File: config.mk
export PLATFORM = sky130hd
export DESIGN_NAME = arbiter_grant_mux
export DESIGN_NICKNAME = d
export VERILOG_FILES = /design/src/rtl/arbiter_grant_mux.sv
export SDC_FILE = /design/constraint.sdc
export NUM_CORES = 1
export LEC_CHECK = 0
export CAP_MARGIN = 20
export CORE_AREA = 4 4 243 245
export CTS_CLUSTER_DIAMETER = 120
export CTS_CLUSTER_SIZE = 12
export DETAILED_ROUTE_END_ITERATION = 16
export DIE_AREA = 0 0 247 249
export HOLD_SLACK_MARGIN = 0.05
export MAX_ROUTING_LAYER = met4
export PLACE_DENSITY = 0.4
export RECOVER_POWER = 50
export SETUP_SLACK_MARGIN = 0.4
export SLEW_MARGIN = 20
export SYNTH_ARGS = -nofsm -noshare
export SYNTH_HDL_FRONTEND = slang
export SYNTH_SLANG_ARGS = --single-unit
File: constraint.sdc
create_clock -name clk -period 4.18 [get_ports clk]
set_input_delay 1.045 -clock clk [delete_from_list [all_inputs] [get_ports clk]]
set_output_delay 1.045 -clock clk [all_outputs]
set_load 0.03 [all_outputs]
File: src/rtl/arbiter_grant_mux.sv
// arbiter_grant_mux: presents client valids to the round-robin arbiter and muxes the granted beat into one registered stream; the first beat of a multi-beat packet locks the client until its last beat.
// Latency: arb_req -> arb_gnt 1 cycle (arbiter), arb_gnt -> m_valid 1 cycle; sustains 1 beat/cycle when m_ready stays high.
// Backpressure: a beat is accepted only if the output register is empty or draining; grants that cannot be honoured are discarded and re-requested. Optional ARB_GRANT_MUX_STATS_EN adds per-client accepted-beat counters.
module arbiter_grant_mux #(
  parameter int CLIENTS    = 16,
  parameter int DATA_WIDTH = 32,
  parameter int ID_WIDTH   = (CLIENTS > 1) ? $clog2(CLIENTS) : 1
) (
  input  logic                          clk,
  input  logic                          rst,
  input  logic [CLIENTS-1:0]            s_valid,
  input  logic [CLIENTS-1:0]            s_last,
  input  logic [CLIENTS*DATA_WIDTH-1:0] s_data,
  output logic [CLIENTS-1:0]            s_ready,
  output logic [CLIENTS-1:0]            arb_req,
  input  logic [CLIENTS-1:0]            arb_gnt,
  output logic                          m_valid,
  input  logic                          m_ready,
  output logic [DATA_WIDTH-1:0]         m_data,
  output logic                          m_last,
  output logic [ID_WIDTH-1:0]           m_id,
`ifdef ARB_GRANT_MUX_STATS_EN
  input  logic [ID_WIDTH-1:0]           stat_sel,
  input  logic                          stat_clr,
  output logic [15:0]                   stat_cnt,
`endif
  output logic                          gnt_err
);

  localparam logic [0:0] ST_IDLE   = 1'b0;
  localparam logic [0:0] ST_LOCKED = 1'b1;

  logic [0:0]            state_q, state_d;
  logic [ID_WIDTH-1:0]   lock_q, lock_d;
  logic                  m_valid_q;
  logic [DATA_WIDTH-1:0] m_data_q;
  logic                  m_last_q;
  logic [ID_WIDTH-1:0]   m_id_q;
  logic                  gnt_err_q;

  logic                  out_free;
  logic                  gnt_ok;
  logic                  gnt_multi;
  logic [ID_WIDTH-1:0]   gidx;
  logic                  sel_valid;
  logic                  sel_last;
  logic [DATA_WIDTH-1:0] sel_data;
  logic [CLIENTS-1:0]    lock_onehot;
  logic                  accept;

  assign out_free    = ~m_valid_q | m_ready;
  assign gnt_ok      = (arb_gnt != '0) && ((arb_gnt & (arb_gnt - CLIENTS'(1))) == '0);
  assign gnt_multi   = (arb_gnt != '0) && !gnt_ok;
  assign lock_onehot = CLIENTS'(1) << lock_q;

  // Decode the grant index and pick that client's beat (only meaningful when gnt_ok).
  always_comb begin
    gidx      = '0;
    sel_valid = 1'b0;
    sel_last  = 1'b0;
    sel_data  = '0;
    for (int i = 0; i < CLIENTS; i++) begin
      if (arb_gnt[i]) gidx = gidx | ID_WIDTH'(i);
    end
    for (int i = 0; i < CLIENTS; i++) begin
      if (ID_WIDTH'(i) == gidx) begin
        sel_valid = s_valid[i];
        sel_last  = s_last[i];
        sel_data  = s_data[i*DATA_WIDTH +: DATA_WIDTH];
      end
    end
  end

  // Request masking and accept decision; while locked only the owning client may win.
  always_comb begin
    arb_req = s_valid;
    accept  = 1'b0;
    if (state_q == ST_LOCKED) begin
      arb_req = s_valid & lock_onehot;
      accept  = gnt_ok && (gidx == lock_q) && sel_valid && out_free && !rst;
    end else begin
      accept  = gnt_ok && sel_valid && out_free && !rst;
    end
    s_ready = accept ? arb_gnt : '0;
  end

  // Packet lock FSM next state: non-last beat in IDLE locks, last beat in LOCKED releases.
  always_comb begin
    state_d = state_q;
    lock_d  = lock_q;
    if (accept) begin
      if (state_q == ST_IDLE) begin
        if (!sel_last) begin
          state_d = ST_LOCKED;
          lock_d  = gidx;
        end
      end else if (sel_last) begin
        state_d = ST_IDLE;
      end
    end
  end

  // FSM and lock index registers.
  always_ff @(posedge clk) begin
    if (rst) begin
      state_q <= ST_IDLE;
      lock_q  <= '0;
    end else begin
      state_q <= state_d;
      lock_q  <= lock_d;
    end
  end

  // Output register: refill on accept, otherwise drain when downstream takes the beat.
  always_ff @(posedge clk) begin
    if (rst) begin
      m_valid_q <= 1'b0;
      m_data_q  <= '0;
      m_last_q  <= 1'b0;
      m_id_q    <= '0;
    end else if (accept) begin
      m_valid_q <= 1'b1;
      m_data_q  <= sel_data;
      m_last_q  <= sel_last;
      m_id_q    <= gidx;
    end else if (m_ready) begin
      m_valid_q <= 1'b0;
    end
  end

  // Sticky multi-hot grant flag, cleared only by reset.
  always_ff @(posedge clk) begin
    if (rst) gnt_err_q <= 1'b0;
    else     gnt_err_q <= gnt_err_q | gnt_multi;
  end

  assign m_valid = m_valid_q;
  assign m_data  = m_data_q;
  assign m_last  = m_last_q;
  assign m_id    = m_id_q;
  assign gnt_err = gnt_err_q;

`ifdef ARB_GRANT_MUX_STATS_EN
  logic [15:0] cnt_q [CLIENTS];

  // Per-client saturating accepted-beat counters; clear beats a same-cycle increment.
  always_ff @(posedge clk) begin
    if (rst || stat_clr) begin
      for (int i = 0; i < CLIENTS; i++) cnt_q[i] <= '0;
    end else begin
      for (int i = 0; i < CLIENTS; i++) begin
        if (accept && (gidx == ID_WIDTH'(i)) && (cnt_q[i] != 16'hFFFF)) begin
          cnt_q[i] <= cnt_q[i] + 16'd1;
        end
      end
    end
  end

  // Combinational counter read port.
  always_comb begin
    stat_cnt = '0;
    for (int i = 0; i < CLIENTS; i++) begin
      if (ID_WIDTH'(i) == stat_sel) stat_cnt = cnt_q[i];
    end
  end
`endif

endmodule

# Yosys cells after proc, flatten, opt, wreduce, memory -nomap -nowiden
# Index checks and enable logic that the tools add are counted.
dict set report totals {
  mem_count 0
  mem_bits_ro 0
  ramBits 0
  out_inout_bits 71
  latchBits 0
  input_bits 563
  word_cells 117
  register_bits 44
}
dict set report op_classes {
  bitwise_logic 7
  add_sub_neg 1
  shift 1
  div 0
  eq_ne 16
  mux 69
  n_mul 0
  n_lt_le_gt_ge 0
  n_reduce_logical 16
}
# op count
set ops {}
lappend ops {{$mux 32} 16}
lappend ops {{$mux 1} 37}
lappend ops {{$and 16x16->16} 2}
lappend ops {{$eq 4x4->1 const A} 8}
lappend ops {{$mux 16} 2}
lappend ops {{$mux 4} 8}
lappend ops {{$eq 3x4->1 const A} 4}
lappend ops {{$logic_not 16->1} 1}
lappend ops {{$reduce_bool 16->1} 1}
lappend ops {{$shl 1x4->16 const A} 1}
lappend ops {{$sub 16x1->16 const B} 1}
lappend ops {{$mux 3} 4}
lappend ops {{$logic_and 1x1->1} 9}
lappend ops {{$eq 2x4->1 const A} 2}
lappend ops {{$eq 1x4->1 const A} 1}
lappend ops {{$eq 4x4->1} 1}
lappend ops {{$logic_not 4->1} 1}
lappend ops {{$mux 2} 2}
lappend ops {{$not 1->1} 3}
lappend ops {{$reduce_and 3->1} 1}
lappend ops {{$logic_not 1->1} 2}
lappend ops {{$or 1x1->1} 2}
lappend ops {{$reduce_bool 2->1} 1}

# Depth between registers and ports, before layout
# Gate-level depths: netlist (run 1).
dict set report depth {
  ltp_word 37
  depth_mapped 13
}

# Worst setup path after synthesis (run 1)
# OpenSTA, ideal clock, no wires.
dict set report synth_timing {
  path_kind {input port to output port}
  from {in arb_gnt[3]}
  to {out s_ready[10]}
  setup_slack_ns -0.421
  t_arrival_ns 3.556
  stages 8
  cell_sequence {clkbuf_1 or4_1 buf_2 nor3_2 xnor2_1 o41ai_2 nand3_1 nor4_1}
}
dict set report synth_between {
  elab_chain_cells 35
  elab_cells_between_ends 60
  cone_classes {add/sub: 1; eq/ne: 16; mux: 31; bitwise: 1; reduce/logical: 11}
}
# element line
set synth_lines {}
lappend synth_lines {{from (decl)} 16} ;# input logic [CLIENTS-1:0] arb_gnt,
lappend synth_lines {{$mux 2} 63} ;# if (arb_gnt[i]) gidx = gidx | ID_WIDTH'(i);
lappend synth_lines {{$mux 3 (4 in series)} 63}
lappend synth_lines {{$mux 4 (8 in series)} 63}
lappend synth_lines {{$logic_not 4->1} 66} ;# if (ID_WIDTH'(i) == gidx) begin
lappend synth_lines {{$mux 1 (16 in series)} 66}
lappend synth_lines {{$logic_and 1x1->1, on equally long branches (3 in series)} {82, 80}}
lappend synth_lines {{$mux 1 (*)} 78} ;# if (state_q == ST_LOCKED) begin
lappend synth_lines {{$mux 16 (*)} 84} ;# s_ready = accept ? arb_gnt : '0;
lappend synth_lines {{to (decl)} 14} ;# output logic [CLIENTS-1:0] s_ready,
# Mark *: on every way between the ends. The rest lies on a longest branch, timed or not.

# Worst setup path after layout (run 1)
dict set report layout_timing {
  from {in arb_gnt[2]}
  to {out s_ready[1]}
}
dict set report layout_between {
  elab_chain_cells 36
  elab_cells_between_ends 61
  cone_classes {add/sub: 1; eq/ne: 16; mux: 32; bitwise: 1; reduce/logical: 11}
}
# element line
set layout_lines {}
lappend layout_lines {{$mux 2 (2 in series)} 63}
lappend layout_lines {{$mux 3 (4 in series)} 63}
lappend layout_lines {{$mux 4 (8 in series)} 63}
lappend layout_lines {{$logic_not 4->1} 66}
lappend layout_lines {{$mux 1 (16 in series)} 66}
lappend layout_lines {{$logic_and 1x1->1, on equally long branches (3 in series)} {82, 80}}
lappend layout_lines {{$mux 1 (*)} 78}
lappend layout_lines {{$mux 16 (*)} 84}
# Marked as above.

==> impl_results.md, run 1 <==
* Run status: finished with violations
* Violated checks: negative setup slack
* Number of vias per cell at 4.65
* Placed instance count at 2497
* Number of warnings reported in the yosys synthesis log at 0
* Share of the yosys chip area belonging to registers at 0.135
* Final design utilization at 0.305
* Commonest cells in the netlist: sky130_fd_sc_hd__nand2_1 (112), sky130_fd_sc_hd__nor2_1 (75), sky130_fd_sc_hd__a21oi_1 (73), sky130_fd_sc_hd__o21ai_0 (71), sky130_fd_sc_hd__clkbuf_1 (57)
* Number of max-capacitance violations reported at 0
* Crit path max fanout at 7
* Maximum number of pins on one net before global-route repair at 33
* Area leader, netlist: sky130_fd_sc_hd__dfxtp_1
* Maximum clock insertion buffer count at 2
* Max_slew headroom at 0.304
* Count of flip-flops with a built-in enable after synthesis at 0
* Avg Inst Size Synth at 6.78 um2
* Total number of vias at approximately 12000
* Total of flip-flops plus latches after synthesis at 44
* Startpoint types: input pin
* Final wirelength at 78.7 mm
* Final hold violation count at 0
* RSZ-0062 raised after global routing: true
* Final cell count without fillers at 2598
* Number of nets in the layout at ~2400
* Standard cell area after detailed placement at 15600 um2
* Clock Skews at 0.0171 ns
* Library cell contributing the largest single delay on the critical path: sky130_fd_sc_hd__or4_4
* Power density over cell area at 98.6 nW/um2
* Leftover overflow at the end of global routing at 0
* Remaining design rule violation count at 0
* Number of sinks handled by clock tree synthesis at 44
* Final Hold Slack at 0.454 ns
* Die height at ~250 um
* Critical path, cell by cell: buf_6 -> or4_4 -> buf_6 -> nor3_4 -> buf_6 -> mux2_4 -> a32oi_1 -> and4_4 -> nor3_4 -> buf_6 -> buf_16 -> and2_4 -> buf_12
* CP Data Arrival Time at 3.47 ns
* Period utilisation layout at 1.08
* Most used cell, CP: sky130_fd_sc_hd__buf_6
* Max Clk Rate at 222 MHz
* Class of the tightest hold or removal check: register to register
* Final Worst Setup Slack at -0.331 ns
* Routed WL per cell at 30.3 um
* Area overhead of the layout relative to synthesis at 167%
* H-tree Lvls at 2
* Number of input and output port buffers inserted at 633
* Floorplan die area at 61500 um2
* Total global-route track usage at 0.245
* Critical path buffer and inverter count at 6
* Initial core utilization at 0.114
* Number of DRC markers after the initial detailed-route iteration at 671
* Site row count at 88
* Leakage dissipation at 6.56 nW
* Leading register cell type out of synthesis: sky130_fd_sc_hd__dfxtp_1
* Area of the core at approximately 57000 um2
* Most common cell in the synthesized netlist: sky130_fd_sc_hd__nand2_1
* CTS Root Cell: sky130_fd_sc_hd__clkbuf_16
* Post-layout instance area at 17400 um2
* Placer congestion estimate at 0.875
* Worst-path clk slew at ~0.060 ns
* Number of nets still failing antenna checks after routing at 0
* Total power at 1.72 mW
* Area contributors post-synth: sky130_fd_sc_hd__dfxtp_1 (14%), sky130_fd_sc_hd__nand2_1 (6.4%), sky130_fd_sc_hd__a21oi_1 (5.6%)
* Ys async rst share at 0
* Count of TritonRoute iterations in the first routing pass at 5
* Summed negative setup slack over all endpoints at -5.08 ns
* Global-route wire length before repair at a little over 100 mm
* Slew of the pin with the lowest slew margin at 1.04 ns
* Post-Synthesis Net Count at 1525
* Initial antenna violation count at 32
* Final setup viols at 16
* Post-Synthesis Cell Area at 6520 um2
* Type of element capturing the critical path: output pin
* Cts hold-fix bufs at 0
* Min Clock Period, post-route at 4.51 ns
* Kind of cell with the highest combined delay on the critical path: simple AND/OR/NAND/NOR gates
* Latest clock arrival within the worst-skew pair at 0.33 ns
* CP required at between 3 and 4 ns
* Area share of the leading cell type in the synthesized netlist at 0.135
* Final Slew Violations at 0
* Class of the most critical setup path: input pin to output pin
* Peak per-stage delay on the critical path at around 0.52 ns
* Num CTS Buffers at 5
* Post-synthesis instance total at 962
* Fill count at slightly above 6000
* Proportion of layout cells with a drive suffix above 1 at 0.279
* Width of the chip at 247 um
* Count of cell types in the netlist at 76
* TritonCTS clock tree: done
* Placed wire-length estimate at 65.0 mm
* Post-place setup slack at -0.854 ns
* Top-level I/O count at 634
* VDD IR max at around 0.16 mV
* Vias in the first global route at 12900
-- state kept, by name (all words and copies together), names as in the netlist --
name,cells
m_data,32
state_q,1
lock_q,4
m_valid,1
gnt_err,1
m_last,1
m_id,4
-- kinds of logic after synthesis --
family,Yosys count,synth area share
AOI/OAI and AO/OA,437,0.477
and+or+nand+nor,329,0.251
buffers and inverters,106,0.0662
DFF,44,0.135
muxes,41,0.0641
xor gates and xnor gates,4,0.00537
adders and majority gates,1,0.00173
-- final timing paths --
check	from	endpoint	slack, ns	cells after the start
max reg2reg	lock_q[3]	lock_q[0]	1.63	11
max	arb_gnt[2]	s_ready[1]	-0.33	13
min reg2reg	m_data[25]	m_data[25]	0.45	2
min	m_data[25]	m_data[25]	0.45	2
-- final cells by class --
class                   count  area [um2]  area share
flip-flops and latches     44         881      0.0506
well taps                 765         957      0.0549
clock inverters             1        7.51    0.000431
diodes                     25        62.6     0.00359
multi-input cells         812        6150       0.353
inverters                  19        71.3     0.00409
clock buffers               7         143     0.00819
repair buffers            925        9150       0.525
-- cells in the final DEF, fill, tap and decap left out, types with 13 or more instances in the layout --
master	netlist	routed
sky130_fd_sc_hd__a31oi_1	22	22
sky130_fd_sc_hd__inv_1	19	19
sky130_fd_sc_hd__nand3_1	38	29
sky130_fd_sc_hd__dlygate4sd3_1	0	45
sky130_fd_sc_hd__nand2_1	112	109
sky130_fd_sc_hd__a21boi_0	16	15
sky130_fd_sc_hd__a21oi_2	1	18
sky130_fd_sc_hd__buf_12	0	30
sky130_fd_sc_hd__nor2_1	75	65
sky130_fd_sc_hd__buf_4	0	222
sky130_fd_sc_hd__and2_4	0	14
sky130_fd_sc_hd__o22ai_1	30	27
sky130_fd_sc_hd__o221ai_1	17	16
sky130_fd_sc_hd__a221oi_1	33	21
sky130_fd_sc_hd__diode_2	0	25
sky130_fd_sc_hd__o21ai_0	71	58
sky130_fd_sc_hd__a22oi_1	45	43
sky130_fd_sc_hd__buf_6	1	47
sky130_fd_sc_hd__clkdlybuf4s50_1	0	556
sky130_fd_sc_hd__dfxtp_1	44	44
sky130_fd_sc_hd__mux2i_1	35	34
sky130_fd_sc_hd__a21oi_1	73	54
sky130_fd_sc_hd__a222oi_1	21	21
sky130_fd_sc_hd__nor3_1	20	13
-- metal layers --
metal  track usage  part of all wire  vias up
met4        0.0496             0.020        0
met5             -                 0        -
met3        0.0595             0.067       57
met2         0.445              0.51      525
met1         0.272              0.40     5927
li1              -                 -     5571
-- worst register-to-register path, stage by stage, from the launching register on --
cell and delay [ns]:
sky130_fd_sc_hd__dfxtp_1 0.58, sky130_fd_sc_hd__xnor2_2 0.14, sky130_fd_sc_hd__o41ai_2 0.44, sky130_fd_sc_hd__nand3_2 0.19, sky130_fd_sc_hd__nor3_4 0.19, sky130_fd_sc_hd__buf_6 0.13, sky130_fd_sc_hd__buf_4 0.10, sky130_fd_sc_hd__buf_4 0.11
sky130_fd_sc_hd__buf_12 0.12, sky130_fd_sc_hd__nand4b_1 0.10, sky130_fd_sc_hd__buf_4 0.17, sky130_fd_sc_hd__a221oi_2 0.20
-- report_power, final --
part           total, mW  switching (mW)  internal (mW)
Sequential         0.420        0.000366          0.419
Clock              0.465           0.225          0.240
Combinational      0.832           0.272          0.560
-- timing repair --
item	CTS	global route
setup buffers	35	27
gates resized for setup	127	139
pin swaps	37	59
endpoints found under the setup margin	56	51
cloned	1	5
No activity file was read; power rests on OpenSTA's default activity.
==> run 2: changes to the inputs <==
Settings changed: SKIP_CTS_REPAIR_TIMING set to 1, SKIP_LAST_GASP set to 1.
==> run 2 against run 1 <==
Effect of this change:
- the run still ends with negative setup slack left
- total power shrank 1.3%
- first-iteration DRC count shrank 0.75%
- non-clock buffer count shrank 21
- register-to-register slack is essentially flat
- hold slack lost 0.0021 ns
- largest power group unchanged
- highest routed layer unchanged
==> impl_results.md, run 2 (synthesis results as in run 1) <==
* Startpoint types: input pin
* Max Clk Rate at 216 MHz (-2.4%)
* Final hold violation count at 0 (unchanged)
* Placer congestion estimate at 0.875 (unchanged)
* Area overhead of the layout relative to synthesis at 157%
* Fill count at 6256 (+0.77%)
* Class of the most critical setup path: input pin to output pin
* Worst setup endpoint: s_ready[12]
* Initial antenna violation count at 30 (-6.3%)
* Total number of cells along the worst setup path at 11 (-2)
* Post-place setup slack at -0.854 ns (unchanged)
* Final wirelength at 77.7 mm (-1.2%)
* Min Clock Period, post-route at 4.62 ns (+0.109 ns)
* Post-layout instance area at 16800 um2 (-3.8%)
* VDD IR max at 0.158 mV (-2.8%)
* Leading cell type in the layout, fill and taps excluded: sky130_fd_sc_hd__clkdlybuf4s50_1
* CP Data Arrival Time at 3.58 ns (+0.11 ns)
* Critical path, cell by cell: buf_6 -> or4_4 -> buf_6 -> nor3_4 -> xnor2_1 -> o41ai_2 -> nand3_2 -> nor3_4 -> clkbuf_16 -> and2_4 -> buf_6
* Library cell contributing the largest single delay on the critical path: sky130_fd_sc_hd__or4_4
* Run status: finished with violations
* Critical path buffer and inverter count at 4 (-2)
* Type of element capturing the critical path: output pin
* TritonCTS clock tree: done
* Proportion of layout cells with a drive suffix above 1 at 0.241 (-0.0387)
* Floorplan die area at 61500 um2 (unchanged)
* Number of nets still failing antenna checks after routing at 0 (unchanged)
* CP required at 3.13 ns (about the same)
* Crit path max fanout at 7 (unchanged)
* Initial core utilization at 0.114 (unchanged)
* Endpoint of the worst-slack reg-to-reg timing path: lock_q[0]
* Clock Skews at 0.0150 ns (-0.00207 ns)
* Number of input and output port buffers inserted at 633 (unchanged)
* Leftover overflow at the end of global routing at 0 (unchanged)
* Power density over cell area at 101 nW/um2 (+2.6%)
* Num CTS Buffers at 5 (unchanged)
* Total number of vias at 12000 (-1.0%)
* Number of sinks handled by clock tree synthesis at 44 (unchanged)
* Routed WL per cell at 30.2 um (-0.35%)
* Latest clock arrival within the worst-skew pair at 0.33 ns (about the same)
* Worst reg-to-reg path cell count at 9 (-2)
* Number of DRC markers after the initial detailed-route iteration at 666 (-0.75%)
* Maximum clock insertion buffer count at 2 (unchanged)
* Total power at 1.69 mW (-1.3%)
* Final Worst Setup Slack at -0.440 ns (-0.109 ns)
* Vias in the first global route at 12700 (-1.9%)
* Top-level I/O count at 634 (unchanged)
* Final setup viols at 16 (unchanged)
* Period utilisation layout at 1.11 (+0.0262)
* Slew of the pin with the lowest slew margin at 0.839 ns (-0.204 ns)
* Worst-path clk slew at 0.08 ns (+0.02 ns)
* Area of the core at 57100 um2 (unchanged)
* Final Hold Slack at 0.452 ns (-0.00212 ns)
* Worst reg-to-reg setup slack at 1.62 ns (about the same)
* Number of vias per cell at 4.64 (-0.19%)
* Placed wire-length estimate at 65.0 mm (unchanged)
* Leakage dissipation at 6.42 nW (-2.3%)
* Number of nets in the layout at 2349 (-0.89%)
* Standard cell area after detailed placement at 15600 um2 (unchanged)
* Maximum number of pins on one net before global-route repair at 33 (unchanged)
* RSZ-0062 raised after global routing: true
* Class of the tightest hold or removal check: register to register
* Site row count at 88 (unchanged)
* Remaining design rule violation count at 0 (unchanged)
* Most used cells in the layout excluding fill and tap cells: sky130_fd_sc_hd__clkdlybuf4s50_1 (559), sky130_fd_sc_hd__buf_4 (230), sky130_fd_sc_hd__nand2_1 (111)
* Count of TritonRoute iterations in the first routing pass at 5 (unchanged)
* Global-route wire length before repair at 102 mm (-1.4%)
* Worst Setup SP: arb_gnt[14]
* Peak per-stage delay on the critical path at 0.53 ns (about the same)
* Final Slew Violations at 0 (unchanged)
* CTS Root Cell: sky130_fd_sc_hd__clkbuf_16
* Max_slew headroom at 0.440 (+0.136)
* Most used cell, CP: sky130_fd_sc_hd__buf_6
* Total global-route track usage at 0.242 (-0.00322)
* Number of flip-flops in the largest register at 32 (unchanged)
* H-tree Lvls at 2 (unchanged)
* Die height at 249 um (unchanged)
* Violated checks: negative setup slack
* Kind of cell with the highest combined delay on the critical path: simple AND/OR/NAND/NOR gates
* Width of the chip at 247 um (unchanged)
* Summed negative setup slack over all endpoints at -6.40 ns (-1.32 ns)
* Number of max-capacitance violations reported at 0 (unchanged)
* Launch point of the worst reg-to-reg path: lock_q[0]
run 2: cell types whose count changed in the layout (fill, tap and decap cells not counted), sizes merged:
cell,delta
buf,-21
clkbuf,-4
clkdlybuf4s15,-1
clkdlybuf4s50,+3
diode,-1
dlygate4sd2,-4
dlygate4sd3,-4
dlymetal6s2s,+10
run 2: report_power, final:
group | internal (mW) | leakage (nW) | switching (mW)
Combinational | 0.552 | 5.99 | 0.262
Clock | 0.240 | 0.0703 | 0.221
Sequential | 0.419 | 0.355 | 0.000356
Total | 1.21 | 6.42 | 0.483
run 2: metrics by stage:
step           cells   util
2_1_floorplan    962      -
3_3_place_gp    2497  0.272
3_5_place_dp    2497  0.272
4_1_cts         2505  0.275
5_1_grt         2575  0.293
6_report        2576  0.293
run 2: area by class of cell:
cell class / count / area [um2] / area share
Clock inverter: 1 / 7.51 / 0.000448
Inverter: 19 / 71.3 / 0.00425
Multi-Input combinational cell: 812 / 5810 / 0.346
Timing Repair Buffer: 904 / 8840 / 0.527
Antenna cell: 24 / 60.1 / 0.00358
Clock buffer: 7 / 143 / 0.00851
Tap cell: 765 / 957 / 0.0571
Sequential cell: 44 / 881 / 0.0525
run 2: worst min-delay path by stage:
stage,slack (ns),end,cells past startpoint,from
floorplan,0.58,m_data[21],2,m_data[21]
global placement,0.44,m_data[25],2,m_data[25]
detailed placement,0.45,m_data[21],2,m_data[21]
CTS,0.46,m_data[25],2,m_data[25]
global route,0.47,m_data[21],2,m_data[21]
finish,0.45,m_data[21],2,m_data[21]
run 2: layer usage:
layer	track usage	wire length, um	part of all wire	up-vias
li1	-	-	-	5524
met1	0.269	30800	0.40	5823
met2	0.440	39700	0.51	546
met3	0.0578	5560	0.072	62
met4	0.0456	1660	0.021	0
met5	-	0	0	-
run 2: worst register-to-register path, cell delays in order, from the launching register on:
cell and delay [ns]:
sky130_fd_sc_hd__dfxtp_1 0.54, sky130_fd_sc_hd__xnor2_2 0.12, sky130_fd_sc_hd__o41ai_2 0.44, sky130_fd_sc_hd__nand3_2 0.19, sky130_fd_sc_hd__nor3_4 0.34, sky130_fd_sc_hd__buf_4 0.18
sky130_fd_sc_hd__buf_8 0.17, sky130_fd_sc_hd__nand4b_1 0.12, sky130_fd_sc_hd__buf_4 0.17, sky130_fd_sc_hd__a221oi_2 0.20
